$ cat config.mk
export PLATFORM = sky130hd
export DESIGN_NAME = exception_sequencer
export DESIGN_NICKNAME = d
export VERILOG_FILES = /design/src/rtl/exception_sequencer.sv
export SDC_FILE = /design/constraint.sdc
export NUM_CORES = 1
export LEC_CHECK = 0
export ABC_AREA = 1
export CORE_MARGIN = 1.5
export CORE_UTILIZATION = 37
export CTS_CLUSTER_DIAMETER = 100
export DETAILED_ROUTE_END_ITERATION = 10
export PLACE_DENSITY = 0.95
export SLEW_MARGIN = 15
export SYNTH_ARGS = -nofsm -noshare
export SYNTH_HDL_FRONTEND = slang
export SYNTH_SLANG_ARGS = --single-unit
export TNS_END_PERCENT = 10
$ cat constraint.sdc
create_clock -name clock -period 1.85 [get_ports clock]
set_input_delay 0.2775 -clock clock [delete_from_list [all_inputs] [get_ports clock]]
set_output_delay 0.2775 -clock clock [all_outputs]
set_load 0.03 [all_outputs]
$ cat src/rtl/exception_sequencer.sv
// rtl/exception_sequencer.sv - multi-cycle exception takeover sequencer for the multicycle MIPS datapath
module exception_sequencer #(
    parameter int MEM_WAIT = 2,
    parameter int CNT_W    = 8
) (
    input  logic             clock,
    input  logic             reset,
    input  logic             req_opcode,
    input  logic             req_ovf,
    input  logic [31:0]      mem_data,
    output logic             busy,
    output logic             alu_pc_minus4,
    output logic             epc_write,
    output logic             cause_write,
    output logic             int_cause,
    output logic [1:0]       iou_d,
    output logic             pc_write,
    output logic [31:0]      handler_pc,
    output logic [CNT_W-1:0] exc_count,
    output logic [2:0]       state
);

    typedef enum logic [2:0] {
        IDLE  = 3'd0,
        SAVE  = 3'd1,
        FETCH = 3'd2,
        LOAD  = 3'd3,
        JUMP  = 3'd4
    } seqState_t;

    localparam logic [2:0] WAIT_INIT = 3'(MEM_WAIT - 1);

    seqState_t        stateQ, stateD;
    logic [2:0]       waitQ, waitD;
    logic             causeQ, causeD;
    logic [7:0]       vecQ, vecD;
    logic [CNT_W-1:0] countQ, countD;

    // Only the handler byte matters; the upper read bits are deliberately dropped.
    logic unusedMemBits;
    assign unusedMemBits = ^mem_data[31:8];

    always_ff @(posedge clock) begin
        if (reset) begin
            stateQ <= IDLE;
            waitQ  <= 3'd0;
            causeQ <= 1'b0;
            vecQ   <= 8'd0;
            countQ <= '0;
        end else begin
            stateQ <= stateD;
            waitQ  <= waitD;
            causeQ <= causeD;
            vecQ   <= vecD;
            countQ <= countD;
        end
    end

    always_comb begin
        stateD = stateQ;
        waitD  = waitQ;
        causeD = causeQ;
        vecD   = vecQ;
        countD = countQ;
        case (stateQ)
            IDLE: begin
                // Opcode fault wins when both requests arrive together.
                if (req_opcode || req_ovf) begin
                    stateD = SAVE;
                    causeD = !req_opcode;
                    countD = countQ + CNT_W'(1);
                end
            end
            SAVE: begin
                waitD  = WAIT_INIT;
                stateD = FETCH;
            end
            FETCH: begin
                if (waitQ == 3'd0) begin
                    stateD = LOAD;
                end else begin
                    waitD = waitQ - 3'd1;
                end
            end
            LOAD: begin
                vecD   = mem_data[7:0];
                stateD = JUMP;
            end
            JUMP: begin
                stateD = IDLE;
            end
            default: begin
                stateD = IDLE;
            end
        endcase
    end

    // Every output is a pure decode of registered state, so nothing leaks from the request inputs.
    assign busy          = (stateQ != IDLE);
    assign alu_pc_minus4 = (stateQ == SAVE);
    assign epc_write     = (stateQ == SAVE);
    assign cause_write   = (stateQ == SAVE);
    assign int_cause     = causeQ;
    assign iou_d         = (stateQ == FETCH || stateQ == LOAD) ? 2'b10 : 2'b00;
    assign pc_write      = (stateQ == JUMP);
    assign handler_pc    = {24'd0, vecQ};
    assign exc_count     = countQ;
    assign state         = stateQ;

endmodule

### Word level (Yosys, flattened, before mapping)

Cells that the tools add are included.

| operators by class | value |
|---|---|
| $add $sub $neg | 2 |
| eq/ne operators | 7 |
| multiplexer cells | 6 |
| reductions and logical operators | 10 |

Operators with widths:

| cell | number |
|---|---|
| case mux 3 bit (4 select lines) | 1 |
| two-way mux 3 bit | 3 |
| adder 8 x 1 -> 8 bit (second input constant) | 1 |
| == test 3 x 2 -> 1 bit (second input constant) | 2 |
| logical NOT 3 bit | 2 |
| != test 2 bit (second input constant) | 3 |
| case mux 3 bit (2 select lines) | 1 |
| AND reduction 2 bit | 3 |
| == test 3 x 1 -> 1 bit (second input constant) | 1 |
| == test 3 bit (second input constant) | 1 |
| nonzero test 3 bit | 1 |
| subtractor 3 x 1 -> 3 bit (second input constant) | 1 |
| logical OR 1 bit | 2 |
| two-way mux 2 bit | 1 |
| nonzero test 2 bit | 1 |
| logical NOT 1 bit | 1 |

| storage, ports and cells | value |
|---|---|
| register bits | 23 |
| word-level logic and storage cells | 30 |

### Depth between registers and ports, before layout

Gate-level depths: netlist of run 1.

| depth | value |
|---|---|
| depth in word-level cells | 3 |
| depth in mapped cells | 9 |
| depth with buffers taken out | 9 |

### Least setup slack after synthesis of run 1

OpenSTA, ideal clock, no wires.

| timing path | value |
|---|---|
| path type | flip-flop to output port |
| start | register stateQ[0] (netlist: state[0]) |
| end | output port cause_write |
| arrival | 1.300 ns |
| data required time | 1.572 ns |
| slack | 0.273 ns |
| cell stages (with the launch flop) | 6 |
| path buffers | 1 |
| cells stage by stage | dfxtp_1 > inv_2 > nor2_1 > nand2_1 > inv_1 > buf_4 |

| on the way | value |
|---|---|
| word-level cells in the longest chain between the ends | 1 |

Ends and longest elaborated chain:

| element | RTL line | source |
|---|---|---|
| start: declaration | 33 | `seqState_t stateQ, stateD;` |
| start signal: assignment | 51 | `stateQ <= stateD;` |
| == test 3 x 1 -> 1 bit | n/a |  |
| end: declaration | 14 | `output logic cause_write,` |

Every way passes these cells.

### Worst setup path after layout of run 1

| timing path | value |
|---|---|
| start | register stateQ[1] (netlist: state[1]) |
| end | output port state[1] |

RTL lines:

| element | RTL line | source |
|---|---|---|
| end: declaration | 20 | `output logic [2:0] state` |

No word-level cell between the ends.

==> results.py, run 1 <==
metrics = {
    "run_status": {
        "status": "complete, no violations",
    },
    "synth": {
        "avgSynthCellArea_sq_um": 7.291,
        "synth_top_area_cell": "dfxtp_1",
        "syn_inst": 168,
        "synth.area.top_cells": "dfxtp_1 (38%), buf_4 (17%), nor2_1 (12%)",
        "synth_top_area_share_pct": 37.59,
        "synth-seq-area-share_pct": 37.59,
        "yosys_warnings": 0,
        "yosys.cell_types.count": 21,
        "ys_seq_elements": 23,
        "syn_area_sq_um": 1225,
    },
    "detailed_routing": {
        "drc": 0,
        "via_per_inst": 4.191,
        "drt_iter0_markers": 8,
        "dr.pass1.iters": 6,
        "finalWirelength_mm": 2.297,
        "ant_nets": 0,
        "vias": 1052,
        "wl_per_cell_um": 9.151,
    },
    "finish": {
        "antennaDiodeCount": 0,
        "area_growth_pct": 28.19,
        "fin_area_sq_um": 1570,
        "nets": 247,
        "instances_no_fill": 251,
        "drive_gt1_share_pct": 7.729,
    },
    "critical_path": {
        "required_ns": 1.57,
        "ff2ff_setup_slack_ns": 0.47,
        "path_class": "reg2out",
        "ff2ff_path_depth": 9,
        "r2r-end": "waitQ[2]",
        "cp-start-kind": "flip-flop",
        "r2r_start": "waitQ[0]",
        "path_max_fanout": 5,
        "end_kind": "output pin",
        "arrival_ns": 1.49,
    },
    "sta": {
        "hold_viol": 0,
        "fin_worst_skew_ns": 0.003372,
        "min_period_ns": 1.770,
        "finalMaxSlewViolations": 0,
        "clock.fmax_mhz": 564.9,
        "fin_crit_sh_pct": 95.69,
        "rsz0062_at_grt": "yes",
        "setup_viol": 0,
    },
    "floorplan": {
        "ioPinCount": 87,
        "initial_core_util_pct": 39.48,
        "rows": 20,
        "die_area_sq_um": 3664,
        "core_sq_um": 3103,
        "die_w_um": 60.54,
        "die_h_um": 60.54,
    },
    "clock_tree": {
        "insertion_delay_ns": 0.31,
        "post_cts_buffers": 0,
        "cts_num_sinks": 23,
        "cts_tree": "done",
        "cts-hold-fix-buffers": 0,
        "clock-root-buffer": "clkbuf_4",
        "post_cts_resized": 5,
        "clk_pin_slew_ns": 0.13,
        "htreeDepth": 1,
        "cts_max_path_buffers": 2,
        "cts_buffers": 3,
    },
    "pwr": {
        "pwr-share-seq_pct": 42.7,
        "pwr-share-comb_pct": 39.7,
        "p_clk_share_pct": 17.5,
        "switching_share_pct": 40.29,
        "p_leak_nw": 0.7030,
        "finalPower_mw": 1.352,
        "power_density_nw_per_um2": 861.1,
        "p_sw_uw": 544.8,
        "p_int_uw": 807.3,
        "peakVddDrop_mv": 0.4269,
    },
    "hold_path": {
        "hold_start": "int_cause",
        "hold_path_class": "reg2reg",
        "whs_path_depth": 2,
        "min_to": "int_cause",
    },
    "placed_design": {
        "numPortBuffers": 37,
        "dpl_cell_area_sq_um": 1548,
        "dp_cells": 247,
        "hpwl_mm": 1.805,
        "gp_congestion": 0.8387,
    },
    "grt": {
        "grt_max_degree": 14,
        "grt_usage_pct": 14.04,
        "antenna_found_initial": 0,
        "grt_pass1_vias": 989,
        "gr-total-overflow": 0,
        "grt_pass1_wl_mm": 3.939,
    },
    "job": {
        "maxCapViolCount": 0,
    },
}
area by class of cell:
class | instances | area [sq um]
Sequential cell | 23 | 460.4
Clock inverter | 1 | 5.005
Inverter | 14 | 52.55
Tap cell | 44 | 55.05
Timing Repair Buffer | 40 | 385.4
Clock buffer | 3 | 22.52
Fill cell | 317 | 1533
Multi-Input combinational cell | 126 | 589.3
cell usage in the layout, fill, tap and decap left out:
| cell type | instances |
|---|---|
| nor2_1 | 38 |
| clkdlybuf4s50_1 | 31 |
| conb_1 | 25 |
| nand2_1 | 24 |
| dfxtp_1 | 23 |
| inv_1 | 10 |
| a21oi_1 | 8 |
| o21ai_1 | 8 |
| nand3_1 | 7 |
| o21ai_0 | 5 |
| dlygate4sd2_1 | 4 |
| buf_4 | 4 |
| inv_2 | 3 |
| ha_1 | 3 |
| clkbuf_4 | 3 |
| nand4_1 | 2 |
| nor2_4 | 1 |
| nand2_4 | 1 |
| nor2_8 | 1 |
| clkinv_1 | 1 |
| nand3_4 | 1 |
| nand2_2 | 1 |
| a31oi_1 | 1 |
| clkinv_2 | 1 |
| clkdlybuf4s15_1 | 1 |
registers in the layout, summed over array words and instances (netlist names):
signal     cells
state          3
vecQ           8
exc_count      8
int_cause      1
waitQ          3
metrics by stage:
| step | utilization (%) | setup slack, ns | hold WS [ns] | setup TNS [ns] |
|---|---|---|---|---|
| 2_1_floorplan | - | 0.2725 | 0.3466 | 0 |
| 3_3_place_gp | 49.88 | 0.1827 | 0.4645 | 0 |
| 3_5_place_dp | 49.88 | 0.1846 | 0.4711 | 0 |
| 4_1_cts | 50.56 | 0.07280 | 0.4971 | 0 |
| 5_1_grt | 50.60 | -0.03203 | 0.5131 | -0.03255 |
| 6_report | 50.60 | 0.07969 | 0.4935 | 0 |
kinds of logic after synthesis:
| kind of cell | synth area share, % |
|---|---|
| adders and majority gates | 3.065 |
| AOI/OAI and AO/OA | 9.091 |
| DFF | 37.59 |
| buffers and inverters | 21.65 |
| other | 0.3061 |
| and+or+nand+nor | 28.29 |
power groups by stage:
stage	combinational (mW)	sequential (mW)	clock [mW]
6_report	0.537	0.578	0.237
5_1_grt	0.593	0.585	0.263
4_1_cts	0.541	0.578	0.245
3_5_place_dp	0.553	0.589	0
3_3_place_gp	0.542	0.587	0
2_1_floorplan	0.360	0.650	0
worst max path at each step:
stage	startpoint	endpoint	slack [ns]	cells past startpoint
floorplan	state[0]	cause_write	0.27	5
global placement	state[0]	epc_write	0.18	5
detailed placement	state[0]	alu_pc_minus4	0.18	5
CTS	state[1]	state[1]	0.07	2
global route	state[0]	iou_d[1]	-0.03	5
finish	state[1]	state[1]	0.08	2
Yosys cell counts:
| cell | n |
|---|---|
| nand3_1 | 7 |
| ha_1 | 3 |
| a21oi_1 | 8 |
| o21ai_1 | 8 |
| nand2_2 | 1 |
| nand4_1 | 2 |
| nor2_4 | 1 |
| conb_1 | 1 |
| nand2_1 | 24 |
| inv_2 | 3 |
| buf_4 | 27 |
| buf_2 | 2 |
| inv_1 | 10 |
| clkinv_1 | 1 |
| o21ai_0 | 5 |
| dfxtp_1 | 23 |
| nand2_4 | 1 |
| nand3_4 | 1 |
| nor2_8 | 1 |
| a31oi_1 | 1 |
| nor2_1 | 38 |
worst max-delay path, stage by stage (launching register included):
cell and delay (ns):
dfxtp_1 0.37, buf_4 0.14, clkdlybuf4s50_1 0.67
layer usage:
layer / wire [um] / global-route usage [%] / up-vias / share of wire, %
met2: 1156 / 24.84 / 34 / 50
met3: 144 / 2.985 / 4 / 6.3
met4: 23 / 5.280 / 0 / 1.0
li1: - / - / 560 / -
met1: 972 / 16.69 / 454 / 42
met5: 0 / 0 / - / 0
Power figures use the tool's default switching activity.
==> run 2: changes to the inputs <==
- CTS_CLUSTER_DIAMETER: 100 -> 120
==> results of run 2 <==
Final layout, timing and power as in run 1 (identical DEF).
==> patch, RTL diff (flow settings as in run 1) <==
`CNT_W`: 8 -> 7.
--- a/src/rtl/exception_sequencer.sv
+++ b/src/rtl/exception_sequencer.sv
@@ -2,5 +2,5 @@
 module exception_sequencer #(
     parameter int MEM_WAIT = 2,
-    parameter int CNT_W    = 8
+    parameter int CNT_W    = 7
 ) (
     input  logic             clock,
Interface: changed (resized exc_count); port bits go from 87 to 86. No check against the original RTL was run, so the function may have changed too.
==> patch against run 1 <==
Worst setup slack barely moved; area after synthesis fell by 3.4%; non-clock buffer count fell by 1; sequential cell count fell by 1; routed wire length rose by 0.44%; power fell by 7.4%; synthesized cell count fell by 5.4%; global-route usage fell by 0.23 points; register-to-register slack improved by 60 ps; combinational power fell by 17%; clock power rose by 14%; final area fell by 3.6%; fmax barely moved.
==> patch: results (changes against run 1) <==
| Metric | Value |
|---|---|
| Status | `complete, no violations` |
| Placed inst area | `1490 um^2 (-3.7%)` |
| H-tree Lvls | `1 (unchanged)` |
| Deepest clock path buffer count | `2 (unchanged)` |
| Top reg by flops | `vecQ` |
| Placeable Area | `3050 um^2 (-1.6%)` |
| Peak VDD IR | `476 uV (+11%)` |
| Post-DP HPWL | `1810 um (+0.11%)` |
| Vias in the first global route | `905 (-8.5%)` |
| # fillers | `334 (+5.4%)` |
| Net count, final | `237 (-4.0%)` |
| Worst-path clk slew | `130 ps (about the same)` |
| Largest net degree at the start of global routing | `17 (+3)` |
| Drt pass-1 iters | `4 (-2)` |
| Ranking of synthesized cells by area | `dfxtp_1, buf_4, nor2_1` |
| Slowest stage delay, CP | `720 ps (+50 ps)` |
| Ant diodes | `0 (unchanged)` |
| Highest-delay cell along the critical path | `clkdlybuf4s50_1` |
| Sequential share of the synthesized area | `37.2% (-0.38 points)` |
| Setup bufs post-CTS | `0 (unchanged)` |
| First-pass GRT wire length | `3800 um (-3.7%)` |
| Post-synth top cells | `nor2_1, buf_4, dfxtp_1, nand2_1, inv_1` |
| Crit Path Max Fanout | `4 (-1)` |
| Leak Pwr | `0.681 nW (-3.1%)` |
| Routed wire length per instance | `9.57 um (+4.6%)` |
| Global placer's final weighted congestion | `0.754 (-10%)` |
| # setup viols final | `0 (unchanged)` |
| Port buffer count | `36 (-2.7%)` |
| Crit-path leading delay family | `buffers and inverters` |
| Share of cells above drive strength 1 | `10.2% (+2.4 points)` |
| Initial antenna violation count | `0 (unchanged)` |
| Distinct cells, synth | `22 (+4.8%)` |
| Vias post-DR | `1,010 (-4.0%)` |
| Gr usage total | `13.8% (-0.23 points)` |
| Iteration-0 DRC Markers | `16 (+8)` |
| Clk_lat worst skew | `320 ps` |
| Max reg flops | `8` |
| Clock Skews | `9.89 ps (+6.52 ps)` |
| Post-synth ARST share | `0% (unchanged)` |
## patch: cells by family after synthesis
kind of cell             share of synthesized area, %
AO/OA/AOI/OAI                                    8.46
adder cells (fa/ha/maj)                          3.17
buffers and inverters                            22.6
flip-flops                                       37.2
other                                           0.317
AND/OR/NAND/NOR                                  28.2
## patch: cell type report
cell class                 count  area [um^2]  area share, %
timing repair buffer          39          365           24.1
clock buffer                   4         36.3           2.40
multi-input combinational    119          568           37.5
tap                           44         55.1           3.64
inverter                      13         48.8           3.22
sequential                    22          440           29.1
## patch: metal layers
| metal | vias to the layer above | global-route usage (%) | routed length, um | part of all wire [%] |
|---|---|---|---|---|
| met2 | 42 | 25.3 | 1170 | 51 |
| met3 | 2 | 5.02 | 177 | 7.7 |
| li1 | 522 | - | - | - |
| met5 | - | 0 | 0 | 0 |
| met4 | 0 | 2.54 | 13 | 0.56 |
| met1 | 444 | 15.3 | 942 | 41 |
## patch: worst paths after layout
path | slack [ps] | end | start | cells after the start
setup reg to reg | 530 | waitQ[2] | waitQ[0] | 8
hold / removal | 490 | int_cause | int_cause | 2
hold reg to reg | 490 | int_cause | int_cause | 2
setup / recovery | 80 | state[0] | state[0] | 1
## patch: stage by stage
stage | utilization, % | setup WS (ps) | instances | hold WS, ps
floorplan | - | 235 | 183 | 347
global placement | 48.8 | 183 | 237 | 458
detailed placement | 48.8 | 141 | 237 | 472
CTS | 49.8 | 39.5 | 241 | 497
global route | 49.6 | 28.3 | 241 | 513
finish | 49.6 | 79.2 | 241 | 489
## patch: power breakdown
part | leakage (nW) | switching [W] | total [W] | internal (W)
Sequential | 0.179 | 0.0000302 | 0.000537 | 0.000507
Clock | 0.0210 | 0.000150 | 0.000271 | 0.000121
Combinational | 0.481 | 0.000297 | 0.000444 | 0.000147
Total | 0.681 | 0.000477 | 0.00125 | 0.000775
